$ cat config.mk
export PLATFORM = sky130hd
export DESIGN_NAME = clock_edge_monitor
export DESIGN_NICKNAME = d
export VERILOG_FILES = /design/src/rtl/clock_edge_monitor.sv
export SDC_FILE = /design/constraint.sdc
export NUM_CORES = 1
export LEC_CHECK = 0
export ABC_AREA = 1
export CORE_UTILIZATION = 58
export DETAILED_ROUTE_END_ITERATION = 7
export PLACE_DENSITY = 0.79
export SYNTH_ARGS = -nofsm -noshare
export SYNTH_HDL_FRONTEND = slang
export SYNTH_SLANG_ARGS = --single-unit
$ cat constraint.sdc
create_clock -name i_clock -period 2.2 [get_ports i_clock]
set_clock_uncertainty 0.1 [all_clocks]
set_input_delay 0.22 -clock i_clock [delete_from_list [all_inputs] [get_ports i_clock]]
set_output_delay 0.22 -clock i_clock [all_outputs]
set_load 0.02 [all_outputs]
$ cat src/rtl/clock_edge_monitor.sv
// Synchronises a slow clock-like input into i_clock, emits rise/fall strobes, measures the
// half-period and tracks lock/loss of that measurement.
module clock_edge_monitor #(
    parameter int unsigned NB_COUNT   = 16,
    parameter int unsigned LOCK_COUNT = 4,
    parameter int unsigned TIMEOUT    = 1024
) (
    input  logic                i_clock,
    input  logic                i_reset,
    input  logic                i_clk_in,
    output logic                o_rise,
    output logic                o_fall,
    output logic [NB_COUNT-1:0] o_half_period,
    output logic                o_meas_valid,
    output logic                o_locked,
    output logic                o_lost
);

    localparam int unsigned MW = $clog2(LOCK_COUNT + 1);

    localparam logic [MW-1:0]       LockVal    = MW'(LOCK_COUNT);
    localparam logic [MW-1:0]       MatchOne   = MW'(1);
    localparam logic [NB_COUNT-1:0] TimeoutVal = NB_COUNT'(TIMEOUT);
    localparam logic [NB_COUNT-1:0] CntOne     = NB_COUNT'(1);
    localparam logic [NB_COUNT-1:0] CntMax     = '1;

    localparam logic [1:0] StIdle    = 2'd0;
    localparam logic [1:0] StAcquire = 2'd1;
    localparam logic [1:0] StLocked  = 2'd2;
    localparam logic [1:0] StLost    = 2'd3;

    logic                s1_q, s2_q, s3_q;
    logic                rise_q, fall_q;
    logic [NB_COUNT-1:0] cnt_q, cnt_d;
    logic [NB_COUNT-1:0] ref_q, ref_d;
    logic [MW-1:0]       match_q, match_d;
    logic [NB_COUNT-1:0] half_q, half_d;
    logic                valid_q, valid_d;
    logic                locked_q, locked_d;
    logic                lost_q, lost_d;
    logic [1:0]          state_q, state_d;

    logic                edge_r, edge_f, edge_any, timeout;
    logic [NB_COUNT-1:0] meas;

    always_comb begin
        edge_r   = s2_q & ~s3_q;
        edge_f   = ~s2_q & s3_q;
        edge_any = edge_r | edge_f;
        timeout  = (cnt_q == TimeoutVal);
        meas     = cnt_q;

        // Counter restarts at 1 so that a half-period of H cycles measures exactly H.
        if (edge_any) begin
            cnt_d = CntOne;
        end else if (cnt_q == CntMax) begin
            cnt_d = cnt_q;
        end else begin
            cnt_d = cnt_q + CntOne;
        end

        state_d  = state_q;
        ref_d    = ref_q;
        match_d  = match_q;
        half_d   = half_q;
        valid_d  = valid_q;
        locked_d = locked_q;
        lost_d   = lost_q;

        case (state_q)
            StIdle: begin
                if (edge_any) begin
                    state_d = StAcquire;
                end else if (timeout) begin
                    state_d = StLost;
                    lost_d  = 1'b1;
                    match_d = '0;
                end
            end
            StAcquire: begin
                if (edge_any) begin
                    half_d  = meas;
                    valid_d = 1'b1;
                    if (match_q == '0 || meas != ref_q) begin
                        ref_d   = meas;
                        match_d = MatchOne;
                    end else if (match_q != LockVal) begin
                        match_d = match_q + MatchOne;
                    end
                    if (match_d == LockVal) begin
                        state_d  = StLocked;
                        locked_d = 1'b1;
                    end
                end else if (timeout) begin
                    state_d  = StLost;
                    lost_d   = 1'b1;
                    locked_d = 1'b0;
                    match_d  = '0;
                end
            end
            StLocked: begin
                if (edge_any) begin
                    half_d = meas;
                    if (meas != ref_q) begin
                        state_d  = StAcquire;
                        locked_d = 1'b0;
                        ref_d    = meas;
                        match_d  = MatchOne;
                    end
                end else if (timeout) begin
                    state_d  = StLost;
                    lost_d   = 1'b1;
                    locked_d = 1'b0;
                    match_d  = '0;
                end
            end
            StLost: begin
                // The edge ending a loss carries a stale count, so it is not a measurement.
                if (edge_any) begin
                    state_d = StAcquire;
                    lost_d  = 1'b0;
                end
            end
            default: state_d = StIdle;
        endcase
    end

    always_ff @(posedge i_clock) begin
        if (i_reset) begin
            s1_q     <= 1'b0;
            s2_q     <= 1'b0;
            s3_q     <= 1'b0;
            rise_q   <= 1'b0;
            fall_q   <= 1'b0;
            cnt_q    <= '0;
            ref_q    <= '0;
            match_q  <= '0;
            half_q   <= '0;
            valid_q  <= 1'b0;
            locked_q <= 1'b0;
            lost_q   <= 1'b0;
            state_q  <= StIdle;
        end else begin
            s1_q     <= i_clk_in;
            s2_q     <= s1_q;
            s3_q     <= s2_q;
            rise_q   <= edge_r;
            fall_q   <= edge_f;
            cnt_q    <= cnt_d;
            ref_q    <= ref_d;
            match_q  <= match_d;
            half_q   <= half_d;
            valid_q  <= valid_d;
            locked_q <= locked_d;
            lost_q   <= lost_d;
            state_q  <= state_d;
        end
    end

    assign o_rise        = rise_q;
    assign o_fall        = fall_q;
    assign o_half_period = half_q;
    assign o_meas_valid  = valid_q;
    assign o_locked      = locked_q;
    assign o_lost        = lost_q;

endmodule

**Word level (Yosys, flattened, before mapping)**

Cells that the tools add are included.
W data, S select, Z words.

- Flip-flop bits (word level): 61
- Input port bits: 3
- Logic and storage cells: 90

- Add/subtract/negate cells: 2
- Eq/ne operators: 19
- Multiplexer cells: 35
- Bitwise gates (word level): 5
- Reduce and logical (&&, ||, !) cells: 15

Operators by type and width:

| cell | number |
|---|---|
| $mux W16 | 4 |
| $pmux W16 S2 | 1 |
| $mux W3 | 9 |
| $add A16 B1 Y16 const B | 1 |
| $eq A16 B11 Y1 const B | 1 |
| $eq A16 B16 Y1 const B | 1 |
| $ne A16 B16 Y1 | 1 |
| $ne A2 B2 Y1 const B | 8 |
| $mux W2 | 7 |
| $reduce_and A3 Y1 | 4 |
| $mux W1 | 10 |
| $ne A3 B3 Y1 const B | 3 |
| $pmux W3 S3 | 1 |
| $pmux W2 S4 | 1 |
| $reduce_and A5 Y1 | 1 |
| $eq A2 B2 Y1 const B | 2 |
| $pmux W1 S2 | 2 |
| $reduce_and A2 Y1 | 2 |
| $reduce_or A2 Y1 | 2 |
| $add A3 B1 Y3 const B | 1 |
| $eq A3 B3 Y1 const B | 1 |
| $logic_not A3 Y1 | 1 |
| $reduce_bool A3 Y1 | 1 |
| $reduce_or A3 Y1 | 1 |
| 8 further kinds | 10 |

**Longest topological paths before layout**

Gate-level depths: netlist of run 1.

- Depth after elaboration: 9
- Gate-level depth with buffers: 15
- Gate-level depth less buffers: 14

**Least setup slack after synthesis of run 1**

Ideal clock, no wire load.

- Kind: register -> register
- Start: register s2_q
- End: register cnt_q[1]
- Setup time: 86 ps
- Arrival time: 1,654 ps
- Data required time: 2,014 ps
- Setup slack: 361 ps
- Stages on the path, launching flop included: 8
- Buffers on the path: 1
- Cells stage by stage: dfxtp_1 > inv_1 > ha_1 > clkbuf_1 > inv_1 > nor2_1 > inv_1 > a211oi_1

- Cells in the longest elaborated chain, start to end: 4

RTL lines:

| item | RTL line | source |
|---|---|---|
| from (decl) | 32 | `logic s1_q, s2_q, s3_q;` |
| from (signal assigned) | 145 | `s2_q <= s1_q;` |
| $not A1 Y1 | 48 | `edge_f = ~s2_q & s3_q;` |
| $and A1 B1 Y1 | 48 |  |
| $or A1 B1 Y1 (*) | 49 | `edge_any = edge_r \| edge_f;` |
| $reduce_or A2 Y1 (no line) (*) | n/a |  |
| to (signal assigned) | 149 | `cnt_q <= cnt_d;` |
| to (decl) | 34 | `logic [NB_COUNT-1:0] cnt_q, cnt_d;` |

Mark *: on every way between the ends. The rest lies on a longest branch, timed or not.
A chain may end at the register's enable or synchronous reset.

**Worst setup path in the final report of run 1**

- Start: register cnt_q[1]
- End: register cnt_q[15]

- Cells in the longest elaborated chain, start to end: 1

RTL lines:

| item | RTL line |
|---|---|
| $add A16 B1 Y16 / $eq A16 B16 Y1 (equally long branches) | 59, 56 |

Several ways; a longest one is shown, not always the timed one.

==> results of run 1 <==
cell usage in the layout, fill, tap and decap left out, types with 2 or more instances in the layout:
cell and instances:
bufinv_16 3, ha_1 10, a21oi_1 28, nand3_1 17, nand2_1 92, nor3_1 4
clkbuf_8 9, clkdlybuf4s50_1 23, nor2_2 6, inv_6 2, o21ai_1 11, inv_1 56
or2_2 2, o21ai_0 34, buf_4 14, a31oi_1 6, dfxtp_2 3, nor2_4 3
nand2_2 3, nand4_1 6, xor2_1 5, nor2_1 65, inv_2 13, dfxtp_1 58
stage by stage:
stage	hold WS, ns	area (um^2)	std cells	setup slack [ns]
3_3_place_gp	0.3019	3410	539	0.1432
6_report	0.2851	3684	557	0.1529
5_1_grt	0.2852	3684	557	0.001835
3_5_place_dp	0.3027	3410	539	0.1231
4_1_cts	0.2781	3655	555	0.08781
2_1_floorplan	0.1891	3064	445	0.3605
layout make-up:
type                       count  area, um^2
clock inverter                 7       121.4
tap                           70       87.58
fill                         410        1424
sequential                    61        1225
inverter                      70       265.3
clock buffer                   9       123.9
multi-input combinational    303        1525
timing repair buffer          37       335.3
worst max-delay path, stage by stage (launching register included):
cell	delay (ns)
dfxtp_1	0.39
inv_1	0.14
nor3_4	0.28
nand2_1	0.10
nor2_1	0.16
nand3_1	0.16
nor2_1	0.16
inv_1	0.09
o21ai_1	0.12
nand2_1	0.06
o21ai_1	0.14
inv_1	0.05
metal layers:
metal / wire (um) / global-route usage
met3: 358 / 0.08434
met4: 141 / 0.1111
met2: 3234 / 0.4474
met5: 0 / 0
met1: 3272 / 0.3549
synth_stat cells:
master and count:
nor3_1 4, o21ai_0 34, nand2_1 92, dfxtp_1 61, nor3b_1 1, nand3_2 1, a32oi_1 1, a211oi_1 1
o21ai_1 11, o2111a_1 1, nand3_1 17, a31oi_1 6, inv_1 56, buf_1 1, or2_2 2, buf_2 1
xor2_1 5, nor2_2 7, nor4_1 1, nor3_2 1, a21oi_1 28, clkbuf_1 7, nand4_4 1, buf_8 2
xnor2_1 1, nor2_4 1, nand2_4 1, nor3_4 1, inv_4 1, nand4_1 6, nand2_2 3, ha_1 10
nor2_1 66, inv_2 13
worst max path at each step:
stage / to / from / depth (start not counted) / slack [ns]
2_1_floorplan: cnt_q[1]$_SDFFE_PP0P_ / s2_q$_SDFF_PP0_ / 7 / 0.36
3_3_place_gp: cnt_q[2]$_SDFFE_PP0P_ / cnt_q[0]$_SDFFE_PP0P_ / 10 / 0.14
3_5_place_dp: cnt_q[2]$_SDFFE_PP0P_ / cnt_q[0]$_SDFFE_PP0P_ / 10 / 0.12
4_1_cts: cnt_q[3]$_SDFFE_PP0P_ / cnt_q[0]$_SDFFE_PP0P_ / 11 / 0.09
5_1_grt: ref_q[6]$_SDFFE_PP0P_ / cnt_q[5]$_SDFFE_PP0P_ / 13 / 0.002
6_report: cnt_q[15]$_SDFFE_PP0P_ / cnt_q[1]$_SDFFE_PP0P_ / 11 / 0.15
cells by family (layout without fill, tap and decap cells):
| group | after synthesis | count (layout) | share of synthesized area |
|---|---|---|---|
| AO/OA/AOI/OAI | 82 | 82 | 0.1405 |
| AND/OR/NAND/NOR | 205 | 205 | 0.2952 |
| buffers and inverters | 81 | 123 | 0.1078 |
| adder cells (fa/ha/maj) | 10 | 10 | 0.04083 |
| flip-flops | 61 | 61 | 0.3985 |
| XOR/XNOR | 6 | 6 | 0.01715 |
power groups by stage:
stage	logic [uW]	clock network, uW	registers, uW
floorplan	236	0	1220
global placement	349	0	1200
detailed placement	356	0	1200
CTS	359	1240	1180
global route	412	1290	1190
finish	369	1230	1180
timing repair:
action	4_1_cts	5_1_grt
setup buffers	0	2
endpoints found under the setup margin	0	25
resized for setup	0	5
state kept, by name, indices dropped and copies added, names as in the netlist:
signal / cells
cnt_q: 16
match_q: 3
o_fall: 1
o_half_period: 16
o_locked: 1
o_lost: 1
o_meas_valid: 1
o_rise: 1
ref_q: 16
s1_q: 1
s2_q: 1
s3_q: 1
state_q: 2
==> results.py, run 1 <==
metrics = {
    "outcome": {
        "status": "complete, no violations",
    },
    "worst_setup_path": {
        "start_kind": "register",
        "r2r_start": "cnt_q[1]$_SDFFE_PP0P_",
        "regToRegEndpoint": "cnt_q[15]$_SDFFE_PP0P_",
        "path_class": "register to register",
        "reg2regPathDepth": 11,
        "timing.reg2reg.setup_slack_ns": 0.15,
        "cp-end-kind": "register",
        "cp.arrival_ns": 2.19,
        "critical_path_required_ns": 2.35,
        "cp_max_fo": 5,
    },
    "cts": {
        "h-tree-depth": 3,
        "clk_pin_slew_ns": 0.07,
        "clk_latency_ns": 0.35,
        "hold_buffers": 0,
        "numCtsBuffers": 9,
        "cts_tree": "yes",
        "cts_sinks": 61,
        "root_buffer": "clkbuf_8",
        "clockBufferDepth": 2,
    },
    "synthesis": {
        "ys_seq_area_frac": 0.3985,
        "yosys.area.top_type_share": 0.3985,
        "ys_types": 34,
        "synth_area_per_cell_um2": 6.886,
        "synth_area_leaders": "dfxtp_1, nand2_1, nor2_1",
        "synth-seq-cells": 61,
        "synth_area_um2": 3064,
        "synth_area_leader_cell": "dfxtp_1",
        "ys_warn_count": 0,
        "synthCells": 445,
        "synthesis.nets": 458,
    },
    "pwr": {
        "p_switching_uw": 726.7,
        "clkPwrFrac": 0.443,
        "pwr-share-seq": 0.425,
        "p_leak_uw": 0.001586,
        "power_density_nw_per_um2": 754.7,
        "internal_power_uw": 2053,
        "swShare": 0.2614,
        "ir_worst_vdd_uv": 588.8,
        "p_total_uw": 2780,
        "pwr-share-comb": 0.133,
    },
    "global_route": {
        "grt_pass1_vias": 2640,
        "grt_max_degree": 31,
        "grt-ovfl-total": 0,
        "antenna_found_initial": 0,
        "grt_usage": 0.2799,
        "grt_pass1_wl_um": 11690,
    },
    "placement": {
        "portBuffers": 23,
        "hpwl_um": 4904,
        "gp_congestion": 0.8714,
    },
    "die": {
        "die_h_um": 74.69,
        "core-area_um2": 5107,
        "die_w_um": 74.69,
        "rows": 26,
        "initial_utilization": 0.6000,
        "die_area_um2": 5578,
        "ios": 24,
    },
    "detailed_routing": {
        "ant_nets": 0,
        "drt_iter0_drc": 195,
        "viasPerCell": 5.194,
        "vias": 2893,
        "drt_wl_total_um": 7007,
        "drc": 0,
        "wl_per_cell_um": 12.58,
        "drt_first_pass_iters": 6,
    },
    "final_layout": {
        "syn2layout_area_growth_pct": 20.21,
        "antenna_cells": 0,
        "drive_gt1_frac": 0.1355,
        "final_core_util": 0.7212,
        "fin_nets": 495,
    },
    "timing": {
        "maxSlewHeadroom": 0.6668,
        "fmax_mhz": 488.5,
        "finalSetupViolations": 0,
        "fin_crit_sh": 0.9305,
        "hold_viol_final": 0,
        "slew_violations": 0,
        "setup_tns_ns": 0,
        "period_needed_ns": 2.047,
        "rsz0062_at_grt": "no",
        "worst_pin_slew_ns": 0.4960,
    },
    "min_path": {
        "holdCritStartpoint": "i_clk_in",
        "min_path_cells": 3,
        "hold_class": "primary input to register",
        "min_to": "s1_q$_SDFF_PP0_",
    },
    "flow_run": {
        "maxCapViolCount": 0,
    },
}
No activity file was read; power rests on OpenSTA's default activity.
==> inputs of run 2 (changes only) <==
- ABC_CLOCK_PERIOD_IN_PS: not set -> 2200
- CORE_MARGIN: not set -> 1
- HOLD_SLACK_MARGIN: not set -> 0.02
==> results of run 2 <==
No change in the layout: final DEF, timing and power equal those of run 1.
==> inputs of run 3 (changes only) <==
- PLACE_DENSITY: 0.79 -> 0.84
- SLEW_MARGIN: not set -> 5
==> results.py, run 3 (same netlist as run 1, synthesis figures left out) <==
metrics = {
    "global_route": {
        "grt_pass1_vias": 2439,
        "antenna_found_initial": 0,
        "grt_usage": 0.2721,
        "grt-ovfl-total": 0,
        "grt_pass1_wl_um": 11350,
        "grt_max_degree": 34,
    },
    "timing": {
        "period_needed_ns": 2.012,
        "worst_pin_slew_ns": 0.4832,
        "maxSlewHeadroom": 0.6754,
        "hold_viol_final": 0,
        "rsz0062_at_grt": "no",
        "fin_crit_sh": 0.9146,
        "finalSetupViolations": 0,
        "whs_ns": 0.3050,
        "setup_ws_ns": 0.1879,
        "setup_tns_ns": 0,
        "fmax_mhz": 497.0,
        "slew_violations": 0,
    },
    "placement": {
        "portBuffers": 23,
        "place_ws_ns": 0.1292,
        "gp_congestion": 0.9400,
        "hpwl_um": 5051,
    },
    "outcome": {
        "violations": "design-rule violations",
        "status": "complete, but fails checks",
    },
    "worst_setup_path": {
        "cp_max_fo": 5,
        "cp.arrival_ns": 2.15,
        "start_kind": "register",
        "critical_path_required_ns": 2.34,
        "cp-end-kind": "register",
        "path_class": "register to register",
        "reg2regPathDepth": 11,
    },
    "pwr": {
        "p_leak_uw": 0.001551,
        "ir_worst_vdd_uv": 518.5,
        "power_density_nw_per_um2": 725.0,
    },
    "final_layout": {
        "drive_gt1_frac": 0.1263,
        "multiInputGateArea_um2": 1523,
        "final_common_cell": "nand2_1",
        "antenna_cells": 0,
        "final_cell_mix": "nand2_1, nor2_1, dfxtp_1",
        "final_core_util": 0.7112,
        "syn2layout_area_growth_pct": 18.54,
        "nFillCells": 394,
        "fin_nets": 491,
        "seqCellArea_um2": 1224,
    },
    "cts": {
        "clk_pin_slew_ns": 0.07,
        "h-tree-depth": 3,
        "cts_sinks": 61,
        "hold_buffers": 0,
        "numCtsBuffers": 9,
        "clk_latency_ns": 0.34,
        "clockBufferDepth": 2,
        "root_buffer": "clkbuf_8",
        "cts_tree": "yes",
    },
    "flow_run": {
        "maxCapViolCount": 0,
    },
    "detailed_routing": {
        "drc": 1,
        "wl_per_cell_um": 13.11,
        "viasPerCell": 5.293,
        "drt_iter0_drc": 326,
        "vias": 2927,
        "drt_first_pass_iters": 7,
        "ant_nets": 0,
        "drt_wl_total_um": 7248,
    },
    "die": {
        "die_w_um": 74.69,
        "rows": 26,
        "initial_utilization": 0.6000,
        "ios": 24,
        "die_h_um": 74.69,
        "core-area_um2": 5107,
        "die_area_um2": 5578,
    },
    "min_path": {
        "hold_class": "register to register",
        "min_path_cells": 2,
    },
}
-- run 3: cell types whose count changed in the layout (fill, tap and decap cells not counted), moves of 2 or more --
| cell | delta |
|---|---|
| buf_4 | -5 |
| clkinvlp_4 | +3 |
| nor2_2 | +2 |
| inv_6 | -2 |
-- run 3: cell type report --
| cell class | instances | share of cell area |
|---|---|---|
| Timing Repair Buffer | 33 | 0.08750 |
| Clock buffer | 10 | 0.03514 |
| Inverter | 70 | 0.07303 |
| Sequential cell | 61 | 0.3369 |
| Multi-Input combinational cell | 303 | 0.4192 |
| Clock inverter | 6 | 0.02411 |
| Tap cell | 70 | 0.02411 |
-- run 3: critical path: stages, from the launching register on --
cell and delay [ns]:
dfxtp_1 0.41, inv_2 0.10, nor3_4 0.27, nand2_1 0.12, nor2_1 0.16, nand3_1 0.14, nor2_1 0.17, inv_1 0.10
o21ai_1 0.13, nand2_1 0.06, o21ai_1 0.11, inv_1 0.05
-- run 3: repair_timing --
action	CTS	global route
setup buffers	0	2
resized for setup	0	4
endpoints found under the setup margin	0	17
-- run 3: per-layer routing --
| layer | GRT usage | vias to the layer above | wire, um |
|---|---|---|---|
| li1 | - | 1469 | - |
| met1 | 0.3934 | 1361 | 3325 |
| met4 | 0.1132 | 0 | 102 |
| met5 | 0 | - | 0 |
| met2 | 0.4024 | 88 | 3463 |
| met3 | 0.04685 | 9 | 357 |
-- run 3: path summary, 6_finish.rpt --
check                              from                      to  slack [ns]
setup / recovery  cnt_q[2]$_SDFFE_PP0P_  cnt_q[15]$_SDFFE_PP0P_        0.19
hold / removal          s1_q$_SDFF_PP0_         s2_q$_SDFF_PP0_        0.30
setup reg to reg  cnt_q[2]$_SDFFE_PP0P_  cnt_q[15]$_SDFFE_PP0P_        0.19
hold reg to reg         s1_q$_SDFF_PP0_         s2_q$_SDFF_PP0_        0.30
-- run 3: per-stage QoR --
| step | power, uW | std cells | cell area, um^2 |
|---|---|---|---|
| floorplan | 1458 | 445 | 3064 |
| global placement | 1553 | 535 | 3392 |
| detailed placement | 1563 | 535 | 3392 |
| CTS | 2636 | 551 | 3607 |
| global route | 2742 | 553 | 3632 |
| finish | 2633 | 553 | 3632 |
-- run 3: report_power, final --
part	internal (uW)	total, uW	switching [uW]
logic	144	368	224
registers	1150	1180	32.2
clock network	635	1080	449
